$ cat src/rtl/div_pkg.sv
// rtl/div_pkg.sv - shared types and constants for the sequential restoring divider
package div_pkg;

    localparam int DIV_W     = 8;
    localparam int DIV_CNT_W = $clog2(DIV_W);

    typedef enum logic [1:0] {
        IDLE = 2'd0,
        RUN  = 2'd1,
        DONE = 2'd2
    } div_state_e;

    function automatic int cnt_width(input int w);
        return (w > 1) ? $clog2(w) : 1;
    endfunction

endpackage

$ cat src/rtl/div_step.sv
// rtl/div_step.sv - one combinational restoring-division iteration
module div_step
    import div_pkg::*;
#(
    parameter int W = DIV_W
) (
    input  logic [W:0]   pr,
    input  logic         next_bit,
    input  logic [W-1:0] divisor,
    output logic [W:0]   pr_next,
    output logic         q_bit
);

    logic [W:0] t;
    logic       unused_pr_msb;

    // A valid partial remainder is always below the divisor, so its top bit is zero.
    assign unused_pr_msb = pr[W];
    assign t = {pr[W-1:0], next_bit};

    always_comb begin
        q_bit   = (t >= {1'b0, divisor});
        pr_next = q_bit ? (t - {1'b0, divisor}) : t;
    end

endmodule

$ cat src/rtl/seq_div_restoring.sv
// rtl/seq_div_restoring.sv - multi-cycle 2W/W restoring divider with optional early termination
module seq_div_restoring
    import div_pkg::*;
#(
    parameter int W           = DIV_W,
    parameter int APPROX_DROP = 0
) (
    input  logic           clk,
    input  logic           rst,
    input  logic           in_valid,
    output logic           in_ready,
    input  logic [2*W-1:0] dividend,
    input  logic [W-1:0]   divisor,
    output logic           out_valid,
    input  logic           out_ready,
    output logic [W-1:0]   quotient,
    output logic [W-1:0]   remainder,
    output logic           div_zero,
    output logic           ovf
);

    localparam int N  = W - APPROX_DROP;
    localparam int CW = cnt_width(W);
    localparam logic [CW-1:0] LAST = CW'(N - 1);

    div_state_e     state, state_nxt;
    logic [W:0]     pr;
    logic [W-1:0]   lo;
    logic [W-1:0]   dvs;
    logic [W-2:0]   q_work;
    logic [CW-1:0]  cnt;

    logic [W:0]     pr_nxt;
    logic           q_bit;
    logic [W-1:0]   q_shift;
    logic [W-1:0]   q_fin;
    logic           is_zero;
    logic           is_ovf;

    div_step #(.W(W)) u_step (
        .pr       (pr),
        .next_bit (lo[W-1]),
        .divisor  (dvs),
        .pr_next  (pr_nxt),
        .q_bit    (q_bit)
    );

    assign is_zero = (divisor == '0);
    assign is_ovf  = (dividend[2*W-1:W] >= divisor);
    assign q_shift = {q_work, q_bit};
    // Early termination leaves the N computed bits at the top, dropped bits read as zero.
    assign q_fin   = q_shift << APPROX_DROP;

    always_ff @(posedge clk or posedge rst) begin
        if (rst) begin
            state <= IDLE;
        end else begin
            state <= state_nxt;
        end
    end

    always_comb begin
        state_nxt = state;
        in_ready  = 1'b0;
        out_valid = 1'b0;
        case (state)
            IDLE: begin
                in_ready = 1'b1;
                if (in_valid) begin
                    state_nxt = (is_zero || is_ovf) ? DONE : RUN;
                end
            end
            RUN: begin
                if (cnt == LAST) begin
                    state_nxt = DONE;
                end
            end
            DONE: begin
                out_valid = 1'b1;
                if (out_ready) begin
                    state_nxt = IDLE;
                end
            end
            default: state_nxt = IDLE;
        endcase
    end

    always_ff @(posedge clk or posedge rst) begin
        if (rst) begin
            pr        <= '0;
            lo        <= '0;
            dvs       <= '0;
            q_work    <= '0;
            cnt       <= '0;
            quotient  <= '0;
            remainder <= '0;
            div_zero  <= 1'b0;
            ovf       <= 1'b0;
        end else begin
            case (state)
                IDLE: begin
                    if (in_valid) begin
                        dvs    <= divisor;
                        lo     <= dividend[W-1:0];
                        pr     <= {1'b0, dividend[2*W-1:W]};
                        q_work <= '0;
                        cnt    <= '0;
                        if (is_zero) begin
                            div_zero  <= 1'b1;
                            quotient  <= '1;
                            remainder <= dividend[W-1:0];
                        end else if (is_ovf) begin
                            ovf       <= 1'b1;
                            quotient  <= '1;
                            remainder <= '0;
                        end
                    end
                end
                RUN: begin
                    pr     <= pr_nxt;
                    lo     <= {lo[W-2:0], 1'b0};
                    q_work <= q_shift[W-2:0];
                    cnt    <= cnt + 1'b1;
                    if (cnt == LAST) begin
                        quotient  <= q_fin;
                        remainder <= (APPROX_DROP > 0) ? '0 : pr_nxt[W-1:0];
                    end
                end
                DONE: begin
                    if (out_ready) begin
                        div_zero <= 1'b0;
                        ovf      <= 1'b0;
                    end
                end
                default: ;
            endcase
        end
    end

endmodule

$ cat config.mk
export PLATFORM = sky130hd
export DESIGN_NAME = seq_div_restoring
export DESIGN_NICKNAME = d
export VERILOG_FILES = /design/src/rtl/div_pkg.sv /design/src/rtl/div_step.sv /design/src/rtl/seq_div_restoring.sv
export SDC_FILE = /design/constraint.sdc
export NUM_CORES = 1
export LEC_CHECK = 0
export ABC_AREA = 1
export BUFFER_PORTS_ARGS = -buffer_cell sky130_fd_sc_hd__buf_2
export CAP_MARGIN = 20
export CORE_UTILIZATION = 55
export CTS_BUF_LIST = sky130_fd_sc_hd__clkbuf_8 sky130_fd_sc_hd__clkbuf_16
export CTS_CLUSTER_DIAMETER = 80
export DETAILED_ROUTE_END_ITERATION = 10
export GPL_ROUTABILITY_DRIVEN = 0
export PLACE_DENSITY = 0.77
export SYNTH_ARGS = -nofsm -noshare
export SYNTH_HDL_FRONTEND = slang
export SYNTH_SLANG_ARGS = --single-unit
$ cat constraint.sdc
create_clock -name clk -period 4.3 [get_ports clk]
set_clock_uncertainty 0.2 [all_clocks]
set_input_delay 0.86 -clock clk [delete_from_list [all_inputs] [get_ports clk]]
set_output_delay 0.86 -clock clk [all_outputs]
set_load 0.01 [all_outputs]
==> flow_summary.ini <==
[worst_setup_path]
path_class = in2reg
critPathCaptureType = flip-flop
startpoint_type = input port
critical_path_peak_fanout = 18
cp.arrival_ns = 2.73
cp.required_ns = 4.33

[placed_design]
place_area_mm2 = 0.00358
dp.cells = 539
place.port_buffers = 47
dp_slack_ns = 1.24
post-dp-hpwl_mm = 5.64

[logic_synthesis]
synth-seq-cells = 54
ys_async_sr_fraction_pct = 100
synth_top_area_cell = dfrtp_1
syn-num-nets = 477
synth.area.top_cells = dfrtp_1 41%, nand2_1 12%, nand3_1 7.3%
synthFlopType = dfrtp_1
synth_top_area_share_pct = 40.9
syn_area_mm2 = 0.00331
syn_inst = 430
synth_cell_type_count = 35
synth_edf_count = 0
ys_warn_count = 0
syn_avg_cell_area_um2 = 7.69
yosysSeqAreaShare_pct = 40.9

[global_routing]
grt_first_pass_wirelength_mm = 12.5
grt_max_degree = 37
antenna_found_initial = 0
grt_usage_pct = 25.9
first_global_vias = 2685
grt.overflow.total = 0

[drt]
vias = 2919
vias_per_cell = 5.34
ant_nets = 0
drtIter0Drc = 245
wl_mm = 7.46
drc = 0
routedWlPerCell_um = 13.6
drt_pass1_iterations = 4

[cts]
clockBufferDepth = 2
cts.sinks = 54
clock-root-buffer = clkbuf_8
cts_tree = built
cts_buffers = 5
insertion_delay_ns = 0.32
h-tree-depth = 2
post_cts_resized = 0
hold_buffers = 0
post_cts_buffers = 0
cts.clk_slew.worst_paths_ns = 0.12

[finish]
multi_input_area_mm2 = 0.00164
area_growth_syn_to_layout_pct = 11.1
fin_nets = 521
design_area_mm2 = 0.00367
final_util_pct = 65.1
fin_cells = 547
area.sequential_mm2 = 0.00135
drive_above_1_share_pct = 19.6
fillers = 496
num_antenna_cells = 0

[pwr]
p_per_area_mw_per_mm2 = 862
peakVddDrop_uv = 343
p_leak_nw = 1.98

[die]
core-area_mm2 = 0.00564
fp.dieW_um = 79.5
die_y_um = 79.5
die_area_mm2 = 0.00633
start_util_pct = 58.6
ios = 48
std_cell_rows = 27

[timing]
finalSetupTns_ns = 0
max_freq_mhz = 371
finalCritPeriodShare_pct = 62.7
hold_viol = 0
finalWorstSetupSlack_ns = 1.60
layout_min_cycle_time_ns = 2.70
relSlewSlack_pct = 47.5
setup_viol = 0
slew_violations = 0
worst_pin_slew_ns = 0.786
rsz0062_at_grt = false

[worst_hold_path]
hold_class = reg2reg

[run_status]
status = completed

[run]
max-cap-violations = 0
## layout make-up
| class | instances | area share, % |
|---|---|---|
| clock buffer | 5 | 1.87 |
| clock inverter | 3 | 0.783 |
| inverter | 65 | 6.68 |
| multi-input combinational | 299 | 44.6 |
| sequential | 54 | 36.8 |
| tap | 72 | 2.45 |
| timing repair buffer | 49 | 6.81 |
## final timing paths
check / end / startpoint / slack [ns] / cells past startpoint
min in group asynchronous: quotient[6]$_DFFE_PP0P_ / rst / 0.46 / 2
worst min register to register: quotient[1]$_DFFE_PP0P_ / quotient[1]$_DFFE_PP0P_ / 0.29 / 2
max in group asynchronous: lo[4]$_DFFE_PP0P_ / rst / 2.68 / 3
worst max-delay path: remainder[7]$_DFFE_PP0P_ / divisor[5] / 1.60 / 11
worst min-delay path: quotient[1]$_DFFE_PP0P_ / quotient[1]$_DFFE_PP0P_ / 0.29 / 2
worst max register to register: remainder[5]$_DFFE_PP0P_ / state[0]$_DFFE_PP0P_ / 1.76 / 8
## metal layers
| metal | up-vias | part of all wire [%] | track usage (%) |
|---|---|---|---|
| met3 | 13 | 5.6 | 4.69 |
| met1 | 1348 | 47 | 36.7 |
| met5 | - | 0 | 0 |
| met2 | 89 | 45 | 39.5 |
| met4 | 0 | 1.8 | 9.09 |
| li1 | 1469 | - | - |
## state kept, by name, indices dropped and copies added, names as in the netlist
register	cells
cnt	3
div_zero	1
dvs	8
lo	8
ovf	1
pr	8
q_work	7
quotient	8
remainder	8
state	2
## synthesized netlist by cell type, types with 6 or more instances
cell type and number:
o21ai_0 20, nand4_1 10, a21oi_1 6, inv_1 57, nand2_1 102, inv_2 7, dfrtp_1 54, ha_1 18
nor2_1 50, or2_2 7, nand3_1 48, o21ai_2 8
## logic make-up (layout without fill, tap and decap cells)
family          Yosys count  after routing  share of synthesized area, %
simple gates            231            231                          32.3
xor+xnor                  3              3                         0.795
compound gates           46             46                          9.04
buf+inv                  77            122                          9.57
fa+ha+maj                19             19                          7.42
flops                    54             54                          40.9
## layout by cell type, fill, tap and decap left out, types with 6 or more instances in the layout
cell	count
nand3_1	48
o21ai_2	8
nand2_1	102
dfrtp_1	54
ha_1	18
o21ai_0	20
nand4_1	10
inv_2	8
a21oi_1	6
or2_2	7
buf_2	47
nor2_1	50
inv_1	56
## worst max-delay path, stage by stage
cell	delay, ns
buf_2	0.09
inv_1	0.06
ha_1	0.29
a21oi_1	0.17
nor2_1	0.06
nor3_1	0.29
nand3_2	0.27
nand2_4	0.29
clkinv_2	0.16
nor2_1	0.13
nor2_1	0.06
## power breakdown
| group | internal [mW] | leakage [nW] | total (mW) | switching [mW] |
|---|---|---|---|---|
| registers | 0.763 | 0.661 | 0.905 | 0.142 |
| clock network | 0.122 | 0.0506 | 0.317 | 0.195 |
| logic | 0.698 | 1.27 | 1.94 | 1.25 |
## per-stage QoR
| step | total power, mW | hold WS, ns |
|---|---|---|
| 2_1_floorplan | 2.42 | 0.252 |
| 3_3_place_gp | 2.80 | 0.262 |
| 3_5_place_dp | 2.85 | 0.268 |
| 4_1_cts | 3.17 | 0.294 |
| 5_1_grt | 3.49 | 0.317 |
| 6_report | 3.17 | 0.289 |
Note: power is estimated with default switching activity, not from simulation.
